<file path="config.mk">
export PLATFORM = sky130hd
export DESIGN_NAME = character_row_sequencer
export DESIGN_NICKNAME = d
export VERILOG_FILES = /design/src/rtl/character_row_sequencer_pkg.sv /design/src/rtl/character_row_sequencer_pixel_fifo.sv /design/src/rtl/character_row_sequencer.sv
export SDC_FILE = /design/constraint.sdc
export NUM_CORES = 1
export LEC_CHECK = 0
export BUFFER_PORTS_ARGS = -buffer_cell sky130_fd_sc_hd__clkbuf_2
export CAP_MARGIN = 20
export CORE_MARGIN = 2
export CORE_UTILIZATION = 52
export DETAILED_ROUTE_END_ITERATION = 16
export PLACE_DENSITY_LB_ADDON = 0.08
export REMOVE_ABC_BUFFERS = 1
export SYNTH_ARGS = -nofsm -noshare
export SYNTH_HDL_FRONTEND = slang
export SYNTH_SLANG_ARGS = --single-unit
</file>
<file path="constraint.sdc">
create_clock -name clk -period 2.41 [get_ports clk]
set_input_delay 0.482 -clock clk [delete_from_list [all_inputs] [get_ports clk]]
set_output_delay 0.482 -clock clk [all_outputs]
set_load 0.01 [all_outputs]
</file>
<file path="src/rtl/character_row_sequencer_pkg.sv">
// Shared definitions for the character row sequencer: cell-word field
// positions, sequencer state encoding and character cell height.
// No ports; imported by character_row_sequencer and pixel_fifo.
package character_row_sequencer_pkg;

  // Cell word layout as stored in text memory.
  localparam int CELL_INDEX_LSB     = 0;
  localparam int CELL_INDEX_MSB     = 7;
  localparam int CELL_XSIZE_BIT     = 8;
  localparam int CELL_YSIZE_BIT     = 9;
  localparam int CELL_HALFTONE_BIT  = 10;
  localparam int CELL_UNDERLINE_BIT = 11;
  localparam int CELL_INVERT_BIT    = 12;
  localparam int CELL_COLOUR_LSB    = 13;
  localparam int CELL_COLOUR_MSB    = 15;

  // Scanlines per character cell (ychar runs 0..CHARHEIGHT_RANGE-1).
  localparam int CHARHEIGHT_RANGE = 10;

  // Queued entry is {colour[2:0], pixels[7:0]}.
  localparam int PIXEL_ENTRY_WIDTH = 11;

  typedef enum logic [1:0] {
    ST_IDLE    = 2'd0,
    ST_FETCH   = 2'd1,
    ST_LOAD    = 2'd2,
    ST_CAPTURE = 2'd3
  } seq_state_e;

  // An out-of-range scanline is pinned to the last row of the cell so the
  // generator never sees an index outside its glyph.
  function automatic logic [3:0] clamp_ychar(input logic [3:0] y);
    logic [3:0] y_max;
    y_max = 4'(CHARHEIGHT_RANGE - 1);
    return (y > y_max) ? y_max : y;
  endfunction

endpackage

</file>
<file path="src/rtl/character_row_sequencer_pixel_fifo.sv">
// pixel_fifo: 2-entry valid/ready FIFO with synchronous flush.
// Ports: clk, reset_n, flush, in_vld/in_rdy/in_dat (push), out_vld/out_rdy/out_dat (pop).
// out_vld and out_dat come straight from flops; push accepted on a full FIFO when popping.
module pixel_fifo
  import character_row_sequencer_pkg::*;
#(
  parameter int WIDTH = PIXEL_ENTRY_WIDTH
) (
  input  logic             clk,
  input  logic             reset_n,
  input  logic             flush,
  input  logic             in_vld,
  output logic             in_rdy,
  input  logic [WIDTH-1:0] in_dat,
  output logic             out_vld,
  input  logic             out_rdy,
  output logic [WIDTH-1:0] out_dat
);

  // head is the presented entry, tail the one behind it.
  logic             head_vld_q, head_vld_d;
  logic [WIDTH-1:0] head_dat_q, head_dat_d;
  logic             tail_vld_q, tail_vld_d;
  logic [WIDTH-1:0] tail_dat_q, tail_dat_d;
  logic             pop;
  logic             push;

  assign pop     = head_vld_q & out_rdy;
  // tail occupied means full; a pop in the same cycle frees a slot.
  assign in_rdy  = ~tail_vld_q | out_rdy;
  assign push    = in_vld & in_rdy;
  assign out_vld = head_vld_q;
  assign out_dat = head_dat_q;

  always_comb begin
    head_vld_d = head_vld_q;
    head_dat_d = head_dat_q;
    tail_vld_d = tail_vld_q;
    tail_dat_d = tail_dat_q;
    if (flush) begin
      head_vld_d = 1'b0;
      tail_vld_d = 1'b0;
    end else begin
      if (pop) begin
        head_vld_d = tail_vld_q;
        head_dat_d = tail_dat_q;
        tail_vld_d = 1'b0;
      end
      if (push) begin
        if (!head_vld_d) begin
          head_vld_d = 1'b1;
          head_dat_d = in_dat;
        end else begin
          tail_vld_d = 1'b1;
          tail_dat_d = in_dat;
        end
      end
    end
  end

  always_ff @(posedge clk) begin
    if (!reset_n) begin
      head_vld_q <= 1'b0;
      head_dat_q <= '0;
      tail_vld_q <= 1'b0;
      tail_dat_q <= '0;
    end else begin
      head_vld_q <= head_vld_d;
      head_dat_q <= head_dat_d;
      tail_vld_q <= tail_vld_d;
      tail_dat_q <= tail_dat_d;
    end
  end

endmodule

</file>
<file path="src/rtl/character_row_sequencer.sv">
// Per-scanline text row walker: fetches cell words, drives the character
// generator, queues {colour, pixels} for the serialiser; owns double-width pairing.
// Ports: line_start/row_base/ychar/lower_half (line setup), fetch_* (text memory
// req/ack), cg_* (generator), out_* (valid/ready pixel stream), line_busy/line_done.
module character_row_sequencer
  import character_row_sequencer_pkg::*;
#(
  parameter int COLUMNS         = 80,
  parameter int ADDR_WIDTH      = 12,
  parameter int CHARINDEX_WIDTH = 8
) (
  input  logic                       clk,
  input  logic                       reset_n,
  input  logic                       line_start,
  input  logic [ADDR_WIDTH-1:0]      row_base,
  input  logic [3:0]                 ychar,
  input  logic                       lower_half,
  output logic                       fetch_req,
  output logic [ADDR_WIDTH-1:0]      fetch_addr,
  input  logic                       fetch_ack,
  input  logic [15:0]                fetch_data,
  output logic [CHARINDEX_WIDTH-1:0] cg_character_index,
  output logic [3:0]                 cg_ychar,
  output logic                       cg_xsize,
  output logic                       cg_ysize,
  output logic                       cg_xpart,
  output logic                       cg_ypart,
  output logic                       cg_halftone,
  output logic                       cg_underline,
  output logic                       cg_invert,
  input  logic [7:0]                 cg_row_pixels,
  output logic                       out_valid,
  input  logic                       out_ready,
  output logic [7:0]                 out_pixels,
  output logic [2:0]                 out_colour,
  output logic                       line_busy,
  output logic                       line_done
);

  localparam int COL_W = (COLUMNS > 1) ? $clog2(COLUMNS) : 1;
  localparam logic [COL_W-1:0] LAST_COL = COL_W'(COLUMNS - 1);

  seq_state_e            state_q, state_d;
  logic [COL_W-1:0]      col_q, col_d;
  logic [ADDR_WIDTH-1:0] row_base_q, row_base_d;
  logic [3:0]            ychar_q, ychar_d;
  logic                  lower_half_q, lower_half_d;
  logic [15:0]           cell_q, cell_d;
  // Doubles as the pair flag: set while the right half of a wide cell is emitted.
  logic                  xpart_q, xpart_d;
  logic                  line_done_q, line_done_d;

  logic                         fifo_push_vld;
  logic                         fifo_push_rdy;
  logic                         fifo_flush;
  logic [PIXEL_ENTRY_WIDTH-1:0] fifo_push_dat;
  logic [PIXEL_ENTRY_WIDTH-1:0] fifo_out_dat;

  assign fifo_push_dat = {cell_q[CELL_COLOUR_MSB:CELL_COLOUR_LSB], cg_row_pixels};

  always_comb begin
    state_d       = state_q;
    col_d         = col_q;
    row_base_d    = row_base_q;
    ychar_d       = ychar_q;
    lower_half_d  = lower_half_q;
    cell_d        = cell_q;
    xpart_d       = xpart_q;
    line_done_d   = 1'b0;
    fifo_push_vld = 1'b0;
    fifo_flush    = 1'b0;

    if (line_start) begin
      // A new line always wins; outside IDLE this aborts the current one,
      // dropping queued bytes and any half-emitted pair.
      state_d      = ST_FETCH;
      col_d        = '0;
      row_base_d   = row_base;
      ychar_d      = clamp_ychar(ychar);
      lower_half_d = lower_half;
      xpart_d      = 1'b0;
      fifo_flush   = (state_q != ST_IDLE);
    end else begin
      unique case (state_q)
        ST_IDLE: ;
        ST_FETCH: begin
          if (fetch_ack) begin
            cell_d  = fetch_data;
            xpart_d = 1'b0;
            state_d = ST_LOAD;
          end
        end
        ST_LOAD: state_d = ST_CAPTURE;
        ST_CAPTURE: begin
          fifo_push_vld = 1'b1;
          if (fifo_push_rdy) begin
            if (col_q == LAST_COL) begin
              // A wide cell here emits only its left half.
              state_d     = ST_IDLE;
              col_d       = '0;
              xpart_d     = 1'b0;
              line_done_d = 1'b1;
            end else begin
              col_d = col_q + COL_W'(1);
              if (cell_q[CELL_XSIZE_BIT] && !xpart_q) begin
                // Right half reuses the latched cell; its own address is skipped.
                xpart_d = 1'b1;
                state_d = ST_LOAD;
              end else begin
                xpart_d = 1'b0;
                state_d = ST_FETCH;
              end
            end
          end
        end
        default: state_d = ST_IDLE;
      endcase
    end
  end

  always_ff @(posedge clk) begin
    if (!reset_n) begin
      state_q      <= ST_IDLE;
      col_q        <= '0;
      row_base_q   <= '0;
      ychar_q      <= '0;
      lower_half_q <= 1'b0;
      cell_q       <= '0;
      xpart_q      <= 1'b0;
      line_done_q  <= 1'b0;
    end else begin
      state_q      <= state_d;
      col_q        <= col_d;
      row_base_q   <= row_base_d;
      ychar_q      <= ychar_d;
      lower_half_q <= lower_half_d;
      cell_q       <= cell_d;
      xpart_q      <= xpart_d;
      line_done_q  <= line_done_d;
    end
  end

  // Address is zero outside FETCH so the bus is quiet when idle.
  assign fetch_req  = (state_q == ST_FETCH);
  assign fetch_addr = fetch_req ? (row_base_q + ADDR_WIDTH'(col_q)) : '0;

  assign cg_character_index = CHARINDEX_WIDTH'(cell_q[CELL_INDEX_MSB:CELL_INDEX_LSB]);
  assign cg_ychar           = ychar_q;
  assign cg_xsize           = cell_q[CELL_XSIZE_BIT];
  assign cg_ysize           = cell_q[CELL_YSIZE_BIT];
  assign cg_xpart           = xpart_q;
  assign cg_ypart           = lower_half_q & cell_q[CELL_YSIZE_BIT];
  assign cg_halftone        = cell_q[CELL_HALFTONE_BIT];
  assign cg_underline       = cell_q[CELL_UNDERLINE_BIT];
  assign cg_invert          = cell_q[CELL_INVERT_BIT];

  assign line_busy = (state_q != ST_IDLE);
  assign line_done = line_done_q;

  pixel_fifo #(
    .WIDTH(PIXEL_ENTRY_WIDTH)
  ) u_pixel_fifo (
    .clk     (clk),
    .reset_n (reset_n),
    .flush   (fifo_flush),
    .in_vld  (fifo_push_vld),
    .in_rdy  (fifo_push_rdy),
    .in_dat  (fifo_push_dat),
    .out_vld (out_valid),
    .out_rdy (out_ready),
    .out_dat (fifo_out_dat)
  );

  assign out_colour = fifo_out_dat[10:8];
  assign out_pixels = fifo_out_dat[7:0];

endmodule

</file>
======== Yosys cells after proc, flatten, opt, wreduce, memory -nomap -nowiden ========
Cells that the tools add are included.
cells by class
  eq/ne operators ......................... 8
  order comparisons ....................... 1
  multiplexer cells ....................... 27
  reduce and logical (&&, ||, !) cells .... 15
  $add $sub $neg .......................... 2
  bitwise gates (word level) .............. 10
operators with widths
  kind                                                             count
  11-bit two-way mux                                               3
  1-bit two-way mux                                                15
  3-bit AND reduction                                              5
  12-bit by 7-bit adder with 12-bit output                         1
  12-bit two-way mux                                               1
  2-bit two-way mux                                                4
  7-bit by 1-bit adder with 7-bit output, second input constant    1
  7-bit == test, second input constant                             1
  7-bit two-way mux                                                1
  3-bit by 2-bit != test with 1-bit output, second input constant  2
  1-bit inverter                                                   6
  2-bit one-hot mux with 3 select lines                            1
  2-bit == test, second input constant                             2
  4-bit greater-than comparator, second input constant             1
  4-bit two-way mux                                                1
  2-bit by 1-bit != test with 1-bit output, second input constant  2
  2-bit nonzero test                                               2
  4-bit nonzero test                                               1
  2-bit OR reduction                                               2
  4-bit OR reduction                                               1
  1-bit bitwise AND                                                3
  3-bit nonzero test                                               1
  2-bit by 1-bit == test with 1-bit output, second input constant  1
  1-bit one-hot mux with 2 select lines                            1
  4 further kinds                                                  4
word-level totals
  input bits .............................. 46
  register bits after elaboration ......... 68
  logic and storage cells ................. 76

======== Depth between registers and ports, before layout ========
Gate-level depths: netlist of the first run.
  depth in word-level cells ............... 7
  gate-level depth with buffers ........... 7
  mapped depth without buffers ............ 6

======== Hierarchy ========
A second synthesis of the first run with hierarchy kept.
unflattened totals
  cell total of the unflattened synthesis .. 426
  area total of the unflattened synthesis .. 3597.2 um2
by module, submodules not included
  module                   cells an instance  area each (um2)  sequential area each (um2)  times used
  character_row_sequencer  270                2297.2           880.8                       1
  pixel_fifo               156                1300.0           480.5                       1

======== Worst setup path after synthesis of the first run ========
Ideal clock, no wire load.
  path type ............................... register to output
  start point ............................. register col_q[0]
  end point ............................... output fetch_addr[8]
  data required time ...................... 1928 ps
  path slack .............................. 181 ps
  cell stages (with the launch flop) ...... 7
  arrival time ............................ 1747 ps
  path through ............................ dfxtp_1 -> ha_1 -> fa_1 -> a211oi_1 -> o211a_1 -> o21ai_0 -> a21oi_1
on the way
  cells in the longest elaborated chain, start to end .. 2
RTL lines
  element                                   RTL line                        RTL
  start, declared                           character_row_sequencer.sv:44   logic [COL_W-1:0] col_q, col_d;
  start signal, assigned                    character_row_sequencer.sv:133  col_q <= col_d;
  12-bit by 7-bit adder with 12-bit output  character_row_sequencer.sv:145  assign fetch_addr = fetch_req ? (row_base_q + ADDR_WIDTH'(col_q)) : '0;
  12-bit two-way mux                        character_row_sequencer.sv:145
  end, declared                             character_row_sequencer.sv:19   output logic [ADDR_WIDTH-1:0] fetch_addr,
No other way between the ends.

======== Final worst setup path of the first run ========
  start point ............................. register col_q[0]
  end point ............................... output fetch_addr[10]
The elaborated chain is that of the path after synthesis.

==> results of run 1 <==
-- where the power goes --
part	total, mW	switching (mW)	internal [mW]
sequential	1.17	0.0254	1.15
combinational	0.226	0.125	0.101
clock	1.24	0.449	0.794
-- synth_stat cells, types with 4 or more instances --
cell,instances,area share (%)
buf_2,9,1.3
nand2b_1,5,0.94
nor2_1,33,3.7
and2_1,4,0.75
xnor2_1,8,2.1
nand3_1,14,2.1
o31ai_1,4,0.90
clkbuf_1,8,0.90
mux2i_1,21,6.3
o21ai_1,9,1.3
ha_1,8,3.0
a22o_1,4,1.0
o211ai_1,4,0.90
nor3_1,7,1.0
dfxtp_1,68,41
nand2_1,44,4.9
o21ai_0,20,3.0
a21oi_1,41,6.1
a32o_1,6,1.8
nand3b_1,5,1.1
inv_1,8,0.90
buf_4,10,2.2
o2111ai_1,4,1.0
or3_1,9,1.7
-- worst max-delay path: stages (launching register included) --
cell	delay [ps]
dfxtp_2	340
ha_4	170
fa_2	340
a211oi_2	290
o211a_1	230
o21ai_1	80
a21oi_2	130
buf_2	140
-- cell usage in the layout (no fill, tap or decap), drive strengths merged, types with 6 or more instances in the layout --
cell type / n
nand2: 44
ha: 8
buf: 20
o21ai: 29
or3: 9
nor3: 8
nand3: 14
clkbuf: 99
xnor2: 8
a32o: 6
nor2: 33
dfxtp: 68
mux2i: 21
a21oi: 41
inv: 10
-- cells by family (layout without fill, tap and decap cells) --
logic type                 count (synthesis)  in the layout  share of synthesized area, %
AOI/OAI and AO/OA                        109            109                          20.3
xor gates and xnor gates                  11             11                          2.88
adders and majority gates                 10             10                          3.93
buffers and inverters                     42            135                          6.25
DFF                                       68             68                          40.7
muxes                                     21             21                          6.29
and+or+nand+nor                          137            137                          19.6
-- final cells by class --
| cell class | instances | area, um2 |
|---|---|---|
| fillers | 544 | 2020 |
| flip-flops and latches | 68 | 1390 |
| well taps | 77 | 96.3 |
| multi-input cells | 288 | 1890 |
| inverters | 10 | 37.5 |
| clock buffers | 10 | 128 |
| repair buffers | 109 | 591 |
| clock inverters | 6 | 136 |
-- layer usage --
layer / wire length [um] / vias up
li1: - / 1585
met1: 3860 / 1488
met2: 3830 / 97
met3: 578 / 11
met4: 149 / 0
met5: 0 / -
-- repair_timing --
item	4_1_cts	5_1_grt
gates resized for setup	29	5
buffers inserted	6	2
pin swaps	20	5
hold endpoints to repair	0	0
setup endpoints to repair	8	7
-- how the worst max path moves through the flow --
stage                     slack, ps              to  depth (start not counted)     start
after floorplan                 180   fetch_addr[8]                          6  col_q[0]
after global placement           70   fetch_addr[8]                          7  col_q[0]
after detailed placement         40  fetch_addr[10]                          7  col_q[0]
after CTS                      -110  fetch_addr[10]                          7  col_q[0]
after global routing           -230   fetch_addr[8]                          7  col_q[0]
final                          -120  fetch_addr[10]                          7  col_q[0]
-- through the flow --
step	cell area (um2)	power (mW)	setup WS (ps)
floorplan	3170	1.30	181
global placement	3800	1.41	68.6
detailed placement	3800	1.41	38.4
CTS	4230	2.65	-115
global route	4260	2.74	-226
finish	4260	2.64	-125
-- sequential cells by signal, summed over array words and instances, names as in the netlist --
name	cells
cell_q	16
u_pixel_fifo.out_vld	1
u_pixel_fifo.out_dat	11
cg_ychar	4
lower_half_q	1
line_done	1
cg_xpart	1
row_base_q	12
u_pixel_fifo.tail_vld_q	1
col_q	7
state_q	2
u_pixel_fifo.tail_dat_q	11
==> flow_metrics.py, run 1 <==
metrics = {
    "placed_design": {
        "hpwlAfterDp_um": 5560,
        "place.gp.congestion": 0.819,
        "portBuffers": 91,
        "placed_cells": 544,
    },
    "worst_setup_path": {
        "rr_startpoint": "u_pixel_fifo.out_vld",
        "worstSetupEndpointType": "output port",
        "worstSetupStartpointType": "flop",
        "r2r-end": "u_pixel_fifo.out_dat[6]",
        "reg2reg_setup_slack_ps": 580,
        "crit_required_ps": 1930,
        "crit_fanout": 4,
        "r2r_cells": 4,
        "crit_type": "flop to output port",
        "arrival_ps": 2050,
    },
    "routing": {
        "viasPerCell": 5.60,
        "wl_per_cell_um": 14.8,
        "drt_drc_violations_left": 0,
        "vias": 3181,
        "totalWireLength_um": 8430,
        "drt-initial-drc-count": 164,
        "ant_nets": 0,
        "dr.pass1.iters": 5,
    },
    "run_status": {
        "status": "complete, but fails checks",
        "violations": "setup timing",
    },
    "sta": {
        "finalClockSkew_ps": 8.69,
        "setup_viol": 7,
        "slew_viol_final": 0,
        "setup_tns_ps": -509,
        "tightest_slew_ps": 792,
        "min_period_ps": 2530,
        "hold_violations": 0,
        "period_share_pct": 105,
        "rsz0062_at_grt": "yes",
        "relSlewSlack_pct": 46.9,
        "max_freq_ghz": 0.395,
        "fin_ws_ps": -125,
        "holdWs_ps": 353,
    },
    "final_layout": {
        "nNetsFinal": 541,
        "antenna_cells": 0,
        "drive_above_1_share_pct": 31.8,
        "area_growth_pct": 27.4,
        "utilization_pct": 67.8,
        "instances_no_fill": 568,
    },
    "yosys": {
        "synth_flop_cell": "dfxtp_1",
        "ys_types": 50,
        "ys_async_sr_fraction_pct": 0,
        "yosys_warnings": 0,
        "syn_area_per_cell_um2": 8.40,
        "ys_seq_area_share_pct": 40.7,
        "ys_ff_latch": 68,
        "synth_edf_count": 0,
        "syn_inst": 398,
        "syn_area_um2": 3340,
    },
    "flow_run": {
        "drv_cap": 0,
    },
    "worst_hold_path": {
        "hold_path_depth": 3,
        "holdPathEnd": "cell_q[11]",
        "hold_path_class": "primary input to flop",
        "hold_start": "fetch_data[11]",
    },
    "global_routing": {
        "grt_max_degree": 33,
        "antenna_found_initial": 0,
        "met3_usage_pct": 6.59,
        "met2_usage_pct": 37.3,
        "grt_pass1_wl_um": 14200,
        "grt_overflow": 0,
        "grt_pass1_vias": 2958,
        "grt-busiest-layer": "met2",
        "grt_usage_pct": 24.6,
        "use_met1_pct": 33.8,
    },
    "cts": {
        "clk_latency_ps": 340,
        "tritoncts.num_buffers": 9,
        "cts_tree": "yes",
        "hold_buffers": 0,
        "clock_sink_count": 68,
        "root_buffer": "clkbuf_8",
        "clkTransAtPathRegs_ps": 80,
        "clk_path_buf_depth": 2,
        "htree_levels": 3,
    },
    "floorplanning": {
        "initial_core_util_pct": 53.3,
        "rows": 29,
        "die_area_um2": 7090,
        "die_w_um": 84.2,
        "core_um2": 6280,
        "io_pins": 92,
        "fp.dieH_um": 84.2,
    },
    "power": {
        "worst_ir_drop_vdd_mv": 0.448,
        "p_leak_nw": 1.80,
        "power_density_nw_per_um2": 620,
    },
}
(Power assumes the default switching activity.)
==> run 2, diff against run 1 <==
- ABC_AREA: unset -> 1
==> run 2 against run 1 <==
Synthesized area increased by 0.34%. The run still ends with setup timing left. Critical endpoint is now fetch_addr[4]. Sequential power about the same. Sequential cell count unchanged. Critical path depth increased by 2.
==> flow_metrics.py, run 2 <==
metrics = {
    "routing": {
        "drt_drc_violations_left": 0,
        "wl_per_cell_um": 12.2,
        "drt-initial-drc-count": 148,
        "vias": 3325,
        "viasPerCell": 5.08,
        "ant_nets": 0,
        "dr.pass1.iters": 5,
        "totalWireLength_um": 7990,
    },
    "final_layout": {
        "reg_top3": "cell_q (16), row_base_q (12)",
        "seq_area_um2": 1370,
        "largest_register_ffs": 16,
        "nNetsFinal": 627,
        "drive_above_1_share_pct": 27.0,
        "area_growth_pct": 23.5,
        "antenna_cells": 0,
        "n_fill_cell": 577,
        "layout_common_cells": "89 x nor2_1, 88 x clkbuf_2, 86 x nand2_1",
        "multiInputGateArea_um2": 1750,
        "instances_no_fill": 654,
        "final_common_cell": "nor2_1",
        "top_register": "cell_q",
    },
    "yosys": {
        "synth_edf_count": 0,
        "ys_async_sr_fraction_pct": 0,
        "synthSimpleGateAreaFrac_pct": 29.5,
        "synth_top_area_share_pct": 40.6,
        "ys_types": 30,
        "synthAdderAreaFrac_pct": 3.58,
        "synth_mux_area_share_pct": 0,
        "synth_top_family_by_area": "simple AND/OR/NAND/NOR gates",
        "syn_area_um2": 3350,
        "yosys_warnings": 0,
        "ys_ff_latch": 68,
        "syn_inst": 487,
        "yosysTopAreaCell": "dfxtp_1",
        "synth_commonest_cells": "92 x nand2_1, 91 x nor2_1, 68 x dfxtp_1",
        "yosysMostFrequentCell": "nand2_1",
        "synthXorXnorAreaFrac_pct": 0.522,
        "syn_area_per_cell_um2": 6.89,
        "synth_flop_cell": "dfxtp_1",
        "synth_area_leaders": "dfxtp_1 41%, nand2_1 10%, nor2_1 10%",
        "ys_seq_area_share_pct": 40.6,
        "synth-compound-area-share_pct": 15.1,
    },
    "sta": {
        "fin_ws_ps": -2.23,
        "max_freq_ghz": 0.415,
        "tightest_slew_ps": 476,
        "slew_viol_final": 0,
        "period_share_pct": 100,
        "finalClockSkew_ps": 9.67,
        "setup_viol": 1,
        "min_period_ps": 2410,
        "hold_violations": 0,
        "relSlewSlack_pct": 68.2,
        "rsz0062_at_grt": "yes",
    },
    "cts": {
        "tritoncts.num_buffers": 9,
        "cts_tree": "yes",
        "clk_latency_ps": 330,
        "root_buffer": "clkbuf_8",
        "clkTransAtPathRegs_ps": 70,
        "htree_levels": 3,
        "clk_path_buf_depth": 2,
        "clock_sink_count": 68,
    },
    "worst_setup_path": {
        "arrival_ps": 1930,
        "r2r-end": "cell_q[1]",
        "critPathTopFamily": "adder cells",
        "crit_fanout": 3,
        "crit_buf_inv": 2,
        "reg2reg_setup_slack_ps": 510,
        "crit_required_ps": 1930,
        "r2r_cells": 7,
        "worstSetupStartpointType": "flop",
        "rr_startpoint": "state_q[1]",
        "worstSetupEndpointType": "output port",
        "slowest_delay_ps": 350,
        "crit_type": "flop to output port",
        "path_cells": "ha_4, fa_2, nand2_2, nand3_2, and2_4, buf_4, xnor2_1, nor2_1, buf_2",
        "slowest_stage": "fa_2",
    },
    "power": {
        "p_leak_nw": 2.03,
        "worst_ir_drop_vdd_mv": 0.401,
        "finalPower_mw": 2.38,
        "power_density_nw_per_um2": 574,
    },
    "worst_hold_path": {
        "hold_start": "cg_row_pixels[2]",
        "holdPathEnd": "u_pixel_fifo.tail_dat_q[2]",
        "hold_path_class": "primary input to flop",
        "hold_path_depth": 3,
    },
    "floorplanning": {
        "io_pins": 92,
        "initial_core_util_pct": 53.4,
        "die_area_um2": 7110,
        "fp.dieH_um": 84.3,
        "rows": 29,
        "core_um2": 6280,
        "die_w_um": 84.3,
    },
    "placed_design": {
        "placed_cells": 635,
        "hpwlAfterDp_um": 5580,
        "portBuffers": 91,
        "place.gp.congestion": 0.859,
    },
    "flow_run": {
        "drv_cap": 0,
    },
    "global_routing": {
        "grt_max_degree": 49,
        "grt_pass1_wl_um": 13500,
        "grt-busiest-layer": "met2",
        "grt_pass1_vias": 3209,
        "use_met1_pct": 27.4,
        "antenna_found_initial": 0,
        "met2_usage_pct": 39.6,
        "met3_usage_pct": 5.41,
        "grt_usage_pct": 23.0,
        "grt_overflow": 0,
    },
    "run_status": {
        "status": "complete, but fails checks",
        "violations": "setup timing",
    },
}
-- run 2: cell count changes after synthesis, sizes merged, moves of 7 or more --
cell	previous run	this run
inv	10	54
nand3	14	36
o21ai	29	53
a21oi	41	28
nand2	44	96
xnor2	8	1
mux2i	21	0
or3	9	0
nor2	33	97
-- run 2: worst max-delay path by stage --
stage | from | cells after the start | slack (ps) | endpoint
3_5_place_dp | col_q[0] | 11 | 140 | fetch_addr[6]
3_3_place_gp | col_q[0] | 11 | 190 | fetch_addr[6]
6_report | col_q[0] | 9 | -2 | fetch_addr[4]
4_1_cts | row_base_q[0] | 11 | -40 | fetch_addr[6]
5_1_grt | col_q[0] | 11 | -110 | fetch_addr[6]
2_1_floorplan | col_q[0] | 10 | 310 | fetch_addr[6]
-- run 2: layer usage --
layer | vias to the layer above | wire length, um
met1 | 1496 | 3500
met5 | - | 0
met4 | 0 | 191
li1 | 1726 | -
met2 | 88 | 3920
met3 | 15 | 376
-- run 2: area by class of cell --
| class | count | area share [%] |
|---|---|---|
| timing repair buffer | 99 | 12.4 |
| inverter | 54 | 4.89 |
| clock inverter | 4 | 1.15 |
| sequential | 68 | 33.1 |
| multi-input combinational | 340 | 42.3 |
| clock buffer | 12 | 3.75 |
| tap | 77 | 2.33 |
-- run 2: kinds of logic (layout without fill, tap and decap cells) --
kind of cell               count (synthesis)  count (layout)
buffers and inverters                     79             169
xor gates and xnor gates                   2               2
and+or+nand+nor                          236             236
AOI/OAI and AO/OA                         93              93
DFF                                       68              68
adders and majority gates                  9               9
-- run 2: worst min-delay path, stage by stage --
cell	delay, ps
clkbuf_2	90
inv_1	40
a21oi_1	50
-- run 2: metrics by stage --
| step | hold slack (ps) | instance area [um2] | worst slack, ps | utilization (%) | setup TNS [ps] |
|---|---|---|---|---|---|
| floorplan | 430 | 3200 | 312 | - | 0 |
| global route | 364 | 4140 | -113 | 66.0 | -341 |
| detailed placement | 456 | 3790 | 142 | 60.3 | 0 |
| CTS | 352 | 4040 | -36.0 | 64.3 | -54.3 |
| global placement | 441 | 3790 | 187 | 60.3 | 0 |
| finish | 372 | 4140 | -2.23 | 66.0 | -2.23 |
-- run 2: what timing repair did --
action,in CTS,in global routing
setup endpoints to repair,6,8
pin swaps,4,4
hold buffers,0,0
setup buffers,2,1
resized for setup,10,23
-- run 2: where the power goes --
| part | switching (mW) | total (mW) | internal (mW) |
|---|---|---|---|
| logic | 0.147 | 0.247 | 0.0996 |
| clock network | 0.414 | 0.946 | 0.531 |
| registers | 0.0244 | 1.18 | 1.16 |
| total | 0.586 | 2.38 | 1.79 |
